===== src/rtl/rgb_pwm_pkg.sv =====
// Shared constants for the RGB LED PWM controller: register map, duty field layout
// and counter widths.
package rgb_pwm_pkg;

  localparam int DUTY_W  = 8;
  localparam int BLINK_W = 8;
  localparam int NUM_CH  = 3;

  localparam logic [7:0] ADDR_CTRL     = 8'h08;
  localparam logic [7:0] ADDR_STATUS   = 8'h09;
  localparam logic [7:0] ADDR_DUTY     = 8'h10;
  localparam logic [7:0] ADDR_PRESCALE = 8'h11;
  localparam logic [7:0] ADDR_BLINK    = 8'h12;

  localparam int DUTY_R_LSB = 16;
  localparam int DUTY_G_LSB = 8;
  localparam int DUTY_B_LSB = 0;

  localparam int BLINK_ON_LSB  = 8;
  localparam int BLINK_OFF_LSB = 0;

  // Channel 0/1/2 = R/G/B, matching pwm[0]/[1]/[2].
  function automatic int duty_lsb(input int ch);
    case (ch)
      0:       return DUTY_R_LSB;
      1:       return DUTY_G_LSB;
      default: return DUTY_B_LSB;
    endcase
  endfunction

endpackage


===== src/rtl/rgb_pwm_ctrl_if.sv =====
// Core-bus register access port of the RGB PWM controller.
interface rgb_pwm_ctrl_if;

  // cs is a one-cycle request qualified by we; there is no backpressure, so every
  // cs is accepted and ready pulses for exactly one cycle on the following cycle,
  // with read_data valid only while ready=1.
  logic        cs;
  logic        we;
  logic [7:0]  address;
  logic [31:0] write_data;
  logic [31:0] read_data;
  logic        ready;

  modport master (output cs, output we, output address, output write_data,
                  input read_data, input ready);
  modport slave  (input cs, input we, input address, input write_data,
                  output read_data, output ready);

endinterface


===== src/rtl/rgb_pwm_timebase.sv =====
// Prescaler and 8-bit period counter shared by all PWM channels; held at zero while
// disabled so that enabling always starts a fresh period.
module rgb_pwm_timebase
  import rgb_pwm_pkg::*;
#(
  parameter int PRESCALE_W = 16
) (
  input  logic                  clk,
  input  logic                  reset_n,
  input  logic                  enable,
  input  logic [PRESCALE_W-1:0] prescale,
  output logic                  tick,
  output logic                  wrap,
  output logic [DUTY_W-1:0]     pcnt
);

  logic [PRESCALE_W-1:0] psc;

  // >= rather than == so that lowering prescale below the running count ticks at once.
  assign tick = enable && (psc >= prescale);
  assign wrap = tick && (pcnt == '1);

  always_ff @(posedge clk or negedge reset_n) begin
    if (!reset_n) begin
      psc  <= '0;
      pcnt <= '0;
    end else if (!enable) begin
      psc  <= '0;
      pcnt <= '0;
    end else if (tick) begin
      psc  <= '0;
      pcnt <= pcnt + 1'b1;
    end else begin
      psc  <= psc + 1'b1;
    end
  end

endmodule


===== src/rtl/rgb_pwm_ctrl.sv =====
// Memory-mapped PWM controller for the iCE40 RGB LED driver with double-buffered duty.
// Optional period blinking is built when RGB_PWM_BLINK_EN is defined.
module rgb_pwm_ctrl
  import rgb_pwm_pkg::*;
#(
  parameter int PRESCALE_W = 16
) (
  input  logic              clk,
  input  logic              reset_n,
  rgb_pwm_ctrl_if.slave     bus,
  output logic              led_en,
  output logic [NUM_CH-1:0] pwm,
  output logic              period_start
);

  logic                  enable;
  logic                  enable_nxt;
  logic                  pending;
  logic [PRESCALE_W-1:0] prescale;
  logic [DUTY_W-1:0]     duty_shadow [NUM_CH];
  logic [DUTY_W-1:0]     duty_active [NUM_CH];
  logic [DUTY_W-1:0]     shadow_nxt  [NUM_CH];
  logic                  wr_ctrl;
  logic                  wr_duty;
  logic                  wr_prescale;
  logic                  tick;
  logic                  wrap;
  logic [DUTY_W-1:0]     pcnt;
  logic                  blink_mute;
  logic [31:0]           rd_mux;
  logic                  unused_bits;

  rgb_pwm_timebase #(.PRESCALE_W(PRESCALE_W)) u_timebase (
    .clk      (clk),
    .reset_n  (reset_n),
    .enable   (enable),
    .prescale (prescale),
    .tick     (tick),
    .wrap     (wrap),
    .pcnt     (pcnt)
  );

  assign unused_bits = ^{bus.write_data, tick};

  always_comb begin
    wr_ctrl     = bus.cs && bus.we && (bus.address == ADDR_CTRL);
    wr_duty     = bus.cs && bus.we && (bus.address == ADDR_DUTY);
    wr_prescale = bus.cs && bus.we && (bus.address == ADDR_PRESCALE);
    enable_nxt  = wr_ctrl ? bus.write_data[0] : enable;
    for (int i = 0; i < NUM_CH; i++) begin
      shadow_nxt[i] = wr_duty ? bus.write_data[duty_lsb(i) +: DUTY_W] : duty_shadow[i];
    end
  end

  // Active duty follows the shadow while disabled and at each period wrap, so a
  // write landing on the wrap edge goes live immediately and leaves nothing pending.
  always_ff @(posedge clk or negedge reset_n) begin
    if (!reset_n) begin
      enable   <= 1'b0;
      prescale <= '0;
      pending  <= 1'b0;
      for (int i = 0; i < NUM_CH; i++) begin
        duty_shadow[i] <= '0;
        duty_active[i] <= '0;
      end
    end else begin
      enable <= enable_nxt;
      if (wr_prescale) prescale <= bus.write_data[PRESCALE_W-1:0];
      for (int i = 0; i < NUM_CH; i++) duty_shadow[i] <= shadow_nxt[i];
      if (!enable || wrap) begin
        for (int i = 0; i < NUM_CH; i++) duty_active[i] <= shadow_nxt[i];
        pending <= 1'b0;
      end else if (wr_duty) begin
        pending <= 1'b1;
      end
    end
  end

`ifdef RGB_PWM_BLINK_EN
  logic               wr_blink;
  logic [BLINK_W-1:0] blink_on;
  logic [BLINK_W-1:0] blink_off;
  logic [BLINK_W-1:0] blink_cnt;
  logic [BLINK_W-1:0] blink_cnt_inc;
  logic [BLINK_W-1:0] blink_len;
  logic               blink_phase_off;
  logic               blink_active;

  assign wr_blink      = bus.cs && bus.we && (bus.address == ADDR_BLINK);
  assign blink_active  = (blink_on != '0) && (blink_off != '0);
  assign blink_mute    = blink_active && blink_phase_off;
  assign blink_cnt_inc = blink_cnt + 1'b1;
  assign blink_len     = blink_phase_off ? blink_off : blink_on;

  always_ff @(posedge clk or negedge reset_n) begin
    if (!reset_n) begin
      blink_on        <= '0;
      blink_off       <= '0;
      blink_cnt       <= '0;
      blink_phase_off <= 1'b0;
    end else begin
      if (wr_blink) begin
        blink_on  <= bus.write_data[BLINK_ON_LSB  +: BLINK_W];
        blink_off <= bus.write_data[BLINK_OFF_LSB +: BLINK_W];
      end
      if (!enable || wr_blink || !blink_active) begin
        blink_cnt       <= '0;
        blink_phase_off <= 1'b0;
      end else if (wrap) begin
        if (blink_cnt_inc == blink_len) begin
          blink_cnt       <= '0;
          blink_phase_off <= !blink_phase_off;
        end else begin
          blink_cnt <= blink_cnt_inc;
        end
      end
    end
  end
`else
  assign blink_mute = 1'b0;
`endif

  always_comb begin
    rd_mux = '0;
    case (bus.address)
      ADDR_CTRL:     rd_mux[0] = enable;
      ADDR_STATUS:   rd_mux[0] = pending;
      ADDR_DUTY:     rd_mux[NUM_CH*DUTY_W-1:0] = {duty_shadow[0], duty_shadow[1], duty_shadow[2]};
      ADDR_PRESCALE: rd_mux[PRESCALE_W-1:0] = prescale;
`ifdef RGB_PWM_BLINK_EN
      ADDR_BLINK:    rd_mux[2*BLINK_W-1:0] = {blink_on, blink_off};
`endif
      default:       rd_mux = '0;
    endcase
  end

  always_ff @(posedge clk or negedge reset_n) begin
    if (!reset_n) begin
      bus.ready     <= 1'b0;
      bus.read_data <= '0;
      pwm           <= '0;
      period_start  <= 1'b0;
    end else begin
      bus.ready     <= bus.cs;
      bus.read_data <= (bus.cs && !bus.we) ? rd_mux : '0;
      for (int i = 0; i < NUM_CH; i++) begin
        pwm[i] <= enable && !blink_mute && (pcnt < duty_active[i]);
      end
      // pcnt is zero after this edge either via wrap or because enable is rising.
      period_start <= enable_nxt && (wrap || !enable);
    end
  end

  assign led_en = enable;

endmodule


===== src/flat_wrapper.sv =====
// flat-port wrapper written by rule: the top's interface ports become plain ports
module rgb_pwm_ctrl_flat import rgb_pwm_pkg::*;
#(
  parameter int PRESCALE_W = 16
)
  (clk, reset_n, led_en, pwm, period_start, bus_cs, bus_we, bus_address, bus_write_data, bus_read_data, bus_ready);
  rgb_pwm_ctrl_if bus_i ();
  input  logic clk;
  input  logic reset_n;
  output logic led_en;
  output logic [NUM_CH-1:0] pwm;
  output logic period_start;
  input wire logic [$bits(bus_i.cs)-1:0] bus_cs;
  input wire logic [$bits(bus_i.we)-1:0] bus_we;
  input wire logic [$bits(bus_i.address)-1:0] bus_address;
  input wire logic [$bits(bus_i.write_data)-1:0] bus_write_data;
  output wire logic [$bits(bus_i.read_data)-1:0] bus_read_data;
  output wire logic [$bits(bus_i.ready)-1:0] bus_ready;
  assign bus_i.cs = bus_cs;
  assign bus_i.we = bus_we;
  assign bus_i.address = bus_address;
  assign bus_i.write_data = bus_write_data;
  assign bus_read_data = bus_i.read_data;
  assign bus_ready = bus_i.ready;
  rgb_pwm_ctrl #(.PRESCALE_W(PRESCALE_W)) u_core (.clk(clk), .reset_n(reset_n), .bus(bus_i), .led_en(led_en), .pwm(pwm), .period_start(period_start));
endmodule

===== config.mk =====
export PLATFORM = sky130hd
export DESIGN_NAME = rgb_pwm_ctrl_flat
export DESIGN_NICKNAME = d
export VERILOG_FILES = /design/src/rtl/rgb_pwm_pkg.sv /design/src/rtl/rgb_pwm_ctrl_if.sv /design/src/rtl/rgb_pwm_timebase.sv /design/src/rtl/rgb_pwm_ctrl.sv /design/src/flat_wrapper.sv
export SDC_FILE = /design/constraint.sdc
export NUM_CORES = 1
export LEC_CHECK = 0
export ABC_AREA = 0
export CAP_MARGIN = 20
export CORE_UTILIZATION = 35
export CTS_CLUSTER_SIZE = 10
export DETAILED_ROUTE_END_ITERATION = 6
export DONT_BUFFER_PORTS = 1
export GPL_TIMING_DRIVEN = 0
export SLEW_MARGIN = 5
export SYNTH_ARGS = -nofsm -noshare
export SYNTH_HDL_FRONTEND = slang
export SYNTH_SLANG_ARGS = --single-unit

===== constraint.sdc =====
create_clock -name clk -period 7.9 [get_ports clk]
set_clock_uncertainty 0.2 [all_clocks]
set_input_delay 1.58 -clock clk [delete_from_list [all_inputs] [get_ports clk]]
set_output_delay 1.58 -clock clk [all_outputs]
set_load 0.01 [all_outputs]

# Yosys cells after proc, flatten, opt, wreduce, memory -nomap -nowiden
# Index checks and enable logic that the tools add are counted.
op_classes:
  add_sub_neg: 2
  order_cmp: 4
  reduce_logical: 15
  muxes: 14
  n_eq_ne: 6
op_table:
  columns: ["operator", "count"]
  rows:
  - ["8-bit two-way mux", 6]
  - ["16-bit two-way mux", 2]
  - ["15-bit one-hot mux with 2 select lines", 1]
  - ["8-bit < comparator", 3]
  - ["24-bit two-way mux", 1]
  - ["16-bit by 1-bit adder with 16-bit output, second input constant", 1]
  - ["8-bit by 4-bit == test with 1-bit output, second input constant", 2]
  - ["8-bit by 5-bit == test with 1-bit output, second input constant", 2]
  - ["16-bit greater-or-equal comparator", 1]
  - ["1-bit logical AND", 11]
  - ["8-bit by 1-bit adder with 8-bit output, second input constant", 1]
  - ["8-bit == test, second input constant", 1]
  - ["1-bit one-hot mux with 4 select lines", 1]
  - ["1-bit two-way mux", 3]
  - ["1-bit logical NOT", 2]
  - ["2-bit inequality test, second input constant", 1]
  - ["2-bit nonzero test", 1]
  - ["1-bit logical OR", 1]
word_totals:
  out_inout_bits: 38
  in_bits: 44
  register_bits: 127
  word_cells: 56

# Depth between registers and ports, before layout
# Gate-level depths: netlist of the first run.
depth:
  depth_word: 5
  mapped_depth: 10
  mapped_depth_nobuf: 8

# By module
# A second synthesis of the first run with hierarchy kept.
unflattened:
  hier_cells: 492
  area_unflattened_um2: 5909.4
modules_own_cells:
  columns: ["mod", "n_inst", "area_each_um2", "cells_per_inst", "seq_area_each_um2"]
  rows:
  - ["rgb_pwm_ctrl", 1, 4271.6, 311, 2377.3]
  - ["rgb_pwm_timebase", 1, 1637.8, 181, 600.6]

# Worst setup path before layout of the first run
# No wires, ideal clock.
synth_timing:
  path_type: "input -> register"
  from: "input bus_address[5]"
  to: "register u_core.duty_active[10] (netlist bit)"
  arrival_ns: 3.108
  cell_stages: 6
  required_ns: 7.575
  setup_ns: 0.125
  slack_ns: 4.467
  n_path_buf: 1
  path_cell_list: "nor4_1 -> nand3_1 -> nor2_1 -> buf_2 -> mux2_2 -> mux2_4"
synth_lines:
  columns: ["element", "line_no", "source"]
  rows:
  - ["from (decl)", "flat_wrapper.sv:15", "input wire logic [$bits(bus_i.address)-1:0] bus_address;"]
  - ["to (signal, indexed assignment)", "rgb_pwm_ctrl.sv:64", "duty_active[i] <= '0;"]
  - ["to (decl)", "rgb_pwm_ctrl.sv:21", "logic [DUTY_W-1:0] duty_active [NUM_CH];"]

==> results.txt, run 1 <==
----------------------------------------------------
[Detailed routing]
  Remaining DRCs ... 0
  Sum of routed wire length over all layers ... 12500 um
  Vias per std cell ... 4.95
  Violation count after the first detailed-routing iteration ... 232
  Number of vias after detailed routing ... 3740
  Pre-Repair DR Iteration Count ... 4
  Antenna Nets Post-Route ... 0
  Average wire per cell in the routed design ... 16.5 um

[Global route]
  Via count of the first global-routing pass ... 3757
  Total gr overflow ... 0
  Number of antenna violations at the first check in global routing ... 0
  Largest net degree at the start of global routing ... 120
  Total GRT Usage ... 15.9%
  First-pass GRT wire length ... 19900 um

[Clock tree]
  Maximum count of clock buffers along a single path ... 2
  Number of H-tree branching levels ... 4
  CTS tree ... built
  Hold Buf Count CTS ... 0
  Post-CTS sizing ... 0
  Clock-pin transition on the worst setup and hold timing paths ... 0.05 ns
  Root buffer selected by CTS ... sky130_fd_sc_hd__clkbuf_16
  Buffers inserted during post-CTS setup optimization ... 0
  Number of buffers created by CTS ... 17
  Clock latency on the worst-skew pair ... 0.42 ns
  Clock sink count ... 119

[Place]
  Post-DP Area ... 6100 um^2
  Dpl hpwl ... 8800 um
  Final GP Congestion ... 0.825
  Setup slack after placement ... 3.93 ns
  Input/output buffers ... 0

[Yosys]
  Dominant cell type by area after synthesis ... sky130_fd_sc_hd__dfrtp_1
  Cell types with the largest area share after synthesis ... sky130_fd_sc_hd__dfrtp_1 51%, sky130_fd_sc_hd__ha_1 8.4%, sky130_fd_sc_hd__mux2_2 6.2%, sky130_fd_sc_hd__mux2_4 4.7%, sky130_fd_sc_hd__nor2_1 2.8%
  Synth Area per Inst ... 11.6 um^2
  Area share of the leading cell type in the synthesized netlist ... 51.3%
  Dominant register cell in the synthesized netlist ... sky130_fd_sc_hd__dfrtp_1
  Synth cell count leaders ... 119 x sky130_fd_sc_hd__dfrtp_1, 44 x sky130_fd_sc_hd__nor2_1, 43 x sky130_fd_sc_hd__inv_1
  Fraction of registers with async set/reset ... 100%
  Flip-flop and latch count after synthesis ... 119
  Number of enable-type register cells in the synthesized netlist ... 0
  Number of standard cells after synthesis ... 501
  Netlist area before placement ... 5800 um^2
  Count of cell types in the netlist ... 49
  Share of synthesized area occupied by flip-flops and latches ... 51.3%
  Dominant cell by count in the synthesized netlist ... sky130_fd_sc_hd__dfrtp_1
  Synth warn ... 0

[STA]
  Worst rel slew slack ... 54.7%
  Number of setup violations in the final report ... 0
  Final TNS setup ... 0 ns
  Minimum setup slack in the final design ... 4.39 ns
  Final hold viol count ... 0
  Slew @ Worst Pin ... 0.676 ns
  Fmax ... 285 MHz
  Tcrit/Tclk final ... 44.4%
  Final worst path period need ... 3.51 ns
  Number of max-slew violations in the final report ... 0
  RSZ-0062 raised after global routing ... no

[Floorplan]
  Rows ... 46
  Die ar. ... 17100 um^2
  Core area ... 16100 um^2
  Die X-Extent ... 131 um
  Vertical die dimension ... 131 um
  Number of ports placed on the die boundary ... 82
  Initial cell density of the core ... 36.1%

[Run]
  # Max-Cap Violations ... 0

[Setup path]
  Reg-to-reg startpoint ... u_core.u_timebase.psc[11]$_DFF_PN0_
  Critical path arrival ... 3.61 ns
  Maximum fanout count along the critical path ... 10
  Worst R2R Setup Slack ... 5.02 ns
  Data required, critical path ... 8.00 ns
  Worst r2r dst ... u_core.duty_active[8]$_DFFE_PN0P_
  Type of origin of the critical path ... primary input
  Critical path start-end classification ... primary input to register
  R2R depth ... 8
  Critical Path End Type ... register

[Finish]
  Layout cell share with drive strength beyond 1 ... 19.6%
  Antenna cells ... 0
  Core occupancy in the finished layout ... 41.7%
  Net count reported at finish ... 610
  Post-route cell area ... 6700 um^2
  Layout area overhead ... 15.4%

[Power]
  Cell area power density ... 217 nW/um^2
  VDD IR-drop max ... 0.000159 V
  Total chip power ... 0.00145 W
  Static power due to leakage ... 3.27 nW

[Min path]
  Hold Path Depth ... 1
  Hold Path Class ... register to register
  Origin of the worst min-delay path ... u_core.duty_shadow[16]$_DFF_PN0_
  Hold EP ... u_core.bus.read_data[16]$_DFF_PN0_

[Status]
  Status ... finished, final reports clean

----------------------------------------------------
cell usage in the layout (no fill, tap or decap), drive strengths merged, types with 2 or more instances in the layout:
cell type,n
dfrtp,119
inv,44
nand4,2
xnor2,5
a21o,7
or4,2
conb,8
a2111oi,2
mux2,50
a211oi,4
o31ai,4
and4,4
nand2,28
nand2b,6
a22oi,15
nor2b,7
and3,10
mux2i,2
clkinv,3
and2,11
nand3,10
or3,2
clkinvlp,5
buf,18
a21boi,5
ha,39
xor2,11
nor2,44
clkbuf,27
bufinv,3
o21ai,27
o211ai,5
nor3,2
cells by family (layout without fill, tap and decap cells):
group | count (synthesis) | after routing | synth area share, %
mux | 52 | 52 | 11.2
xor+xnor | 16 | 16 | 2.41
buf+inv | 68 | 100 | 5.69
compound gates | 74 | 74 | 9.27
simple gates | 132 | 132 | 11.6
flops | 119 | 119 | 51.3
fa+ha+maj | 39 | 39 | 8.41
other cells | 1 | 8 | 0.0646
power breakdown:
group	internal, W	total (W)	switching (W)
registers	0.000622	0.000628	0.00000681
logic	0.0000212	0.0000420	0.0000208
clock network	0.000502	0.000784	0.000282
total	0.00115	0.00145	0.000309
metal layers:
layer	track usage [%]	vias up	wire, um
li1	-	1750	-
met1	20.4	1871	5820
met2	24.4	102	5750
met3	5.33	17	713
met4	6.83	0	215
met5	0	-	0
cell type report:
cell class,instances,area [um^2]
flip-flops and latches,119,2980
clock buffers,20,447
well taps,216,270
multi-input cells,321,2520
plain buffers,25,169
clock inverters,12,151
fillers,1512,9360
inverters,43,161
worst max path at each step:
stage	endpoint	startpoint	depth (start not counted)	slack (ns)
2_1_floorplan	u_core.duty_active[10]$_DFFE_PN0P_	bus_address[5]	6	4.47
3_3_place_gp	u_core.duty_active[22]$_DFFE_PN0P_	bus_address[5]	6	4.00
3_5_place_dp	u_core.duty_active[11]$_DFFE_PN0P_	bus_address[5]	6	3.93
4_1_cts	u_core.duty_active[8]$_DFFE_PN0P_	bus_address[5]	6	4.36
5_1_grt	u_core.duty_active[8]$_DFFE_PN0P_	bus_address[5]	6	4.24
6_report	u_core.duty_active[8]$_DFFE_PN0P_	bus_address[5]	6	4.39
stage by stage:
stage	std cells	hold WS, ns
global route	756	0.289
global placement	724	0.259
detailed placement	724	0.264
floorplan	508	0.249
finish	756	0.271
CTS	756	0.276
flip-flops by register name (all words and copies together) (netlist names):
| register | count |
|---|---|
| u_core.pwm | 3 |
| u_core.led_en | 1 |
| u_core.bus.ready | 1 |
| u_core.u_timebase.psc | 16 |
| u_core.duty_shadow | 24 |
| u_core.prescale | 16 |
| u_core.pending | 1 |
| u_core.u_timebase.pcnt | 8 |
| u_core.duty_active | 24 |
| u_core.bus.read_data | 24 |
| u_core.period_start | 1 |
critical path, stage by stage:
cell	delay, ns
sky130_fd_sc_hd__nor4_1	0.26
sky130_fd_sc_hd__nand3_1	0.13
sky130_fd_sc_hd__nor2_1	0.54
sky130_fd_sc_hd__buf_2	0.41
sky130_fd_sc_hd__mux2_2	0.41
sky130_fd_sc_hd__mux2_4	0.26
No activity file was read; power rests on OpenSTA's default activity.
==> inputs of run 2 (changes only) <==
ABC_AREA = 1   (was 0)
clock period = 3.2 ns   (was 7.9 ns; I/O delays follow)
==> run 2 against run 1 <==
Cell count grew 27%. Core utilization grew 0.12 points. Count of clock-buffer cells in the layout shrank 1. The run now ends with negative hold slack left. Final area grew 3.9%. Critical endpoint is now u_core.duty_active[5]$_DFFE_PN0P_. Wire length grew 11%. First-iteration DRC count grew 16%. Largest power group unchanged. Total power grew to 3.2 times the previous value.
==> results.txt, run 2 <==
----------------------------------------------------
[Global route]
  Via count of the first global-routing pass ... 4510 (was 3757)
  Number of antenna violations at the first check in global routing ... 0 (unchanged)
  Total gr overflow ... 0 (unchanged)
  Largest net degree at the start of global routing ... 120 (unchanged)
  First-pass GRT wire length ... 23500 um (was 19900 um)
  Total GRT Usage ... 17.4% (was 15.9%)

[Detailed routing]
  Violation count after the first detailed-routing iteration ... 269 (was 232)
  Pre-Repair DR Iteration Count ... 4 (unchanged)
  Antenna Nets Post-Route ... 0 (unchanged)
  Vias per std cell ... 4.68 (was 4.95)
  Average wire per cell in the routed design ... 14.6 um (was 16.5 um)
  Sum of routed wire length over all layers ... 13900 um (was 12500 um)
  Remaining DRCs ... 0 (unchanged)
  Number of vias after detailed routing ... 4483 (was 3740)

[Clock tree]
  Root buffer selected by CTS ... sky130_fd_sc_hd__clkbuf_16 (unchanged)
  Clock latency on the worst-skew pair ... 0.42 ns (about the same)
  Number of H-tree branching levels ... 4 (unchanged)
  Maximum count of clock buffers along a single path ... 2 (unchanged)
  Number of buffers created by CTS ... 17 (unchanged)
  Clock sink count ... 119 (unchanged)
  CTS tree ... built (unchanged)
  Clock-pin transition on the worst setup and hold timing paths ... 0.06 ns (was 0.05 ns)

[Finish]
  Most frequent standard cell in the layout excluding fill and tap cells ... sky130_fd_sc_hd__nand2_1 (was sky130_fd_sc_hd__dfrtp_1)
  Net count reported at finish ... 807 (was 610)
  Registers with the most flip-flops ... u_core.bus.read_data x24, u_core.duty_active x24, u_core.duty_shadow x24 (unchanged)
  Commonest cells after routing, fill and taps aside ... 176 x sky130_fd_sc_hd__nand2_1, 119 x sky130_fd_sc_hd__dfrtp_1, 103 x sky130_fd_sc_hd__inv_1, 47 x sky130_fd_sc_hd__nor2_1, 39 x sky130_fd_sc_hd__ha_1 (was 119 x sky130_fd_sc_hd__dfrtp_1, 44 x sky130_fd_sc_hd__nor2_1, 43 x sky130_fd_sc_hd__inv_1, 39 x sky130_fd_sc_hd__ha_1, 32 x sky130_fd_sc_hd__mux2_2)
  Layout cell share with drive strength beyond 1 ... 10.7% (was 19.6%)
  Non-filler instance count after layout ... 957 (was 756)
  Antenna cells ... 0 (unchanged)
  Layout area overhead ... 16.2% (was 15.4%)
  Filler Cells Inserted ... 1638 (was 1512)

[Setup path]
  Maximum fanout count along the critical path ... 10 (unchanged)
  Type of origin of the critical path ... register (was primary input)
  Critical path start-end classification ... register to register (was primary input to register)
  Critical path arrival ... 2.56 ns (was 3.61 ns)
  Data required, critical path ... 3.31 ns (was 8.00 ns)
  Critical Path End Type ... register (unchanged)

[Floorplan]
  Initial cell density of the core ... 36.0% (was 36.1%)
  Vertical die dimension ... 133 um (was 131 um)
  Rows ... 47 (was 46)
  Core area ... 16600 um^2 (was 16100 um^2)
  Die ar. ... 17600 um^2 (was 17100 um^2)
  Die X-Extent ... 133 um (was 131 um)
  Number of ports placed on the die boundary ... 82 (unchanged)

[STA]
  Worst rel slew slack ... 57.9% (was 54.7%)
  Minimum setup slack in the final design ... 0.743 ns (was 4.39 ns)
  Tcrit/Tclk final ... 76.8%
  Slew @ Worst Pin ... 0.632 ns (was 0.676 ns)
  Hold Worst Slack ... -0.289 ns (was 0.271 ns)
  RSZ-0062 raised after global routing ... no (unchanged)
  Final hold viol count ... 119 (was 0)
  Final worst path period need ... 2.46 ns
  Number of max-slew violations in the final report ... 0 (unchanged)
  Fmax ... 407 MHz
  Number of setup violations in the final report ... 0 (unchanged)
  Final TNS setup ... 0 ns (unchanged)

[Place]
  Number of placed cells counting well taps ... 925 (was 724)
  Dpl hpwl ... 9960 um (was 8800 um)
  Input/output buffers ... 0 (unchanged)
  Setup slack after placement ... 0.730 ns (was 3.93 ns)
  Final GP Congestion ... 0.834 (was 0.825)

[Min path]
  Hold Path Class ... primary input to async pin (was register to register)

[Yosys]
  Cell types with the largest area share after synthesis ... sky130_fd_sc_hd__dfrtp_1 50%, sky130_fd_sc_hd__nand2_1 11%, sky130_fd_sc_hd__ha_1 8.1%, sky130_fd_sc_hd__inv_1 6.5%, sky130_fd_sc_hd__a21oi_1 3.0% (was sky130_fd_sc_hd__dfrtp_1 51%, sky130_fd_sc_hd__ha_1 8.4%, sky130_fd_sc_hd__mux2_2 6.2%, sky130_fd_sc_hd__mux2_4 4.7%, sky130_fd_sc_hd__nor2_1 2.8%)
  Synth Area per Inst ... 8.58 um^2 (was 11.6 um^2)
  Number of standard cells after synthesis ... 698 (was 501)
  Flip-flop and latch count after synthesis ... 119 (unchanged)
  Area share of the leading cell type in the synthesized netlist ... 49.7% (was 51.3%)
  Count of cell types in the netlist ... 37 (was 49)
  Share of synthesized area occupied by flip-flops and latches ... 49.7% (was 51.3%)
  Netlist area before placement ... 5990 um^2 (was 5800 um^2)
  Synth cell count leaders ... 176 x sky130_fd_sc_hd__nand2_1, 119 x sky130_fd_sc_hd__dfrtp_1, 103 x sky130_fd_sc_hd__inv_1 (was 119 x sky130_fd_sc_hd__dfrtp_1, 44 x sky130_fd_sc_hd__nor2_1, 43 x sky130_fd_sc_hd__inv_1)
  Dominant register cell in the synthesized netlist ... sky130_fd_sc_hd__dfrtp_1 (unchanged)
  Dominant cell by count in the synthesized netlist ... sky130_fd_sc_hd__nand2_1 (was sky130_fd_sc_hd__dfrtp_1)
  Number of enable-type register cells in the synthesized netlist ... 0 (unchanged)
  Dominant cell type by area after synthesis ... sky130_fd_sc_hd__dfrtp_1 (unchanged)
  Fraction of registers with async set/reset ... 100% (unchanged)
  Synth warn ... 0 (unchanged)

[Status]
  Violated checks ... negative hold slack
  Status ... finished with violations (was finished, final reports clean)

[Run]
  # Max-Cap Violations ... 0 (unchanged)

[Power]
  VDD IR-drop max ... 0.000457 V (was 0.000159 V)
  Cell area power density ... 669 nW/um^2 (was 217 nW/um^2)
  Static power due to leakage ... 3.54 nW (was 3.27 nW)
  Total chip power ... 0.00466 W (was 0.00145 W)

----------------------------------------------------
[run 2: cell types whose count changed in the layout (fill, tap and decap cells not counted), moves of 9 or more]
cell,previous run,this run
sky130_fd_sc_hd__nor3_1,1,15
sky130_fd_sc_hd__a21oi_1,1,36
sky130_fd_sc_hd__a22oi_1,15,0
sky130_fd_sc_hd__and2_1,11,1
sky130_fd_sc_hd__inv_1,43,103
sky130_fd_sc_hd__o21ai_2,0,13
sky130_fd_sc_hd__nand3_1,10,34
sky130_fd_sc_hd__o21ai_1,1,10
sky130_fd_sc_hd__mux2_2,32,1
sky130_fd_sc_hd__mux2_4,18,0
sky130_fd_sc_hd__and3_1,10,0
sky130_fd_sc_hd__nand2_1,26,176
[run 2: critical path, cell delays in order, from the launching register on]
cell and delay (ns):
sky130_fd_sc_hd__dfrtp_1 0.35, sky130_fd_sc_hd__inv_1 0.18, sky130_fd_sc_hd__ha_1 0.29, sky130_fd_sc_hd__a21oi_1 0.14, sky130_fd_sc_hd__o21ai_0 0.08, sky130_fd_sc_hd__a21oi_1 0.25, sky130_fd_sc_hd__nand2_2 0.18, sky130_fd_sc_hd__nand2_2 0.20
sky130_fd_sc_hd__nand2_2 0.16, sky130_fd_sc_hd__buf_6 0.20, sky130_fd_sc_hd__nand2_1 0.06, sky130_fd_sc_hd__nand2_1 0.06
[run 2: final cells by class]
| type | count | area (um^2) | share of cell area (%) |
|---|---|---|---|
| clock buffer | 19 | 443 | 6.36 |
| clock inverter | 13 | 226 | 3.25 |
| tap | 220 | 275 | 3.95 |
| inverter | 103 | 387 | 5.55 |
| multi-input combinational | 453 | 2460 | 35.4 |
| sequential | 119 | 2980 | 42.8 |
| buffer | 30 | 190 | 2.73 |
[run 2: worst paths after layout]
check                                                       to  slack (ns)  cells past startpoint                       startpoint
max                          u_core.duty_active[5]$_DFFE_PN0P_        0.74                     11  u_core.prescale[13]$_DFFE_PN0P_
min                         u_core.bus.read_data[17]$_DFF_PN0_       -0.29                      0                          reset_n
max in group asynchronous  u_core.u_timebase.psc[12]$_DFF_PN0_        2.94                      0                          reset_n
min reg2reg                    u_core.duty_shadow[0]$_DFF_PN0_        0.31                      2  u_core.duty_shadow[0]$_DFF_PN0_
max reg2reg                  u_core.duty_active[5]$_DFFE_PN0P_        0.74                     11  u_core.prescale[13]$_DFFE_PN0P_
min in group clk                    u_core.bus.ready$_DFF_PN0_        0.04                      0                           bus_cs
[run 2: cell families (layout without fill, tap and decap cells)]
group,count (synthesis),count (layout),share of synthesized area (%)
AO/OA/AOI/OAI,100,100,9.54
XOR/XNOR,8,8,1.17
adder cells (fa/ha/maj),39,39,8.14
buffers and inverters,133,165,9.63
flip-flops,119,119,49.7
multiplexers,1,1,0.188
other,1,8,0.0626
AND/OR/NAND/NOR,297,297,21.6
[run 2: per-stage QoR]
step,area [um^2],utilization (%)
2_1_floorplan,6020,-
3_3_place_gp,6290,37.8
3_5_place_dp,6290,37.8
4_1_cts,6960,41.8
5_1_grt,6960,41.8
6_report,6960,41.8
[run 2: timing repair]
action,CTS,global route
buffers inserted,0,0
endpoints found under the setup margin,0,0
resized for setup,0,0
hold endpoints to repair,119,119
[run 2: power by group]
group / switching, W / leakage (nW) / internal, W
Sequential: 0.000142 / 1.46 / 0.00169
Combinational: 0.000372 / 1.76 / 0.000274
Clock: 0.000699 / 0.319 / 0.00148
[run 2: per-layer routing]
layer  track usage (%)  wire length (um)  up-vias
met1              24.1              6920     2100
met3              5.02               746       12
li1                  -                 -     2265
met5                 0                 0        -
met2              25.9              6120      106
met4              6.19               147        0
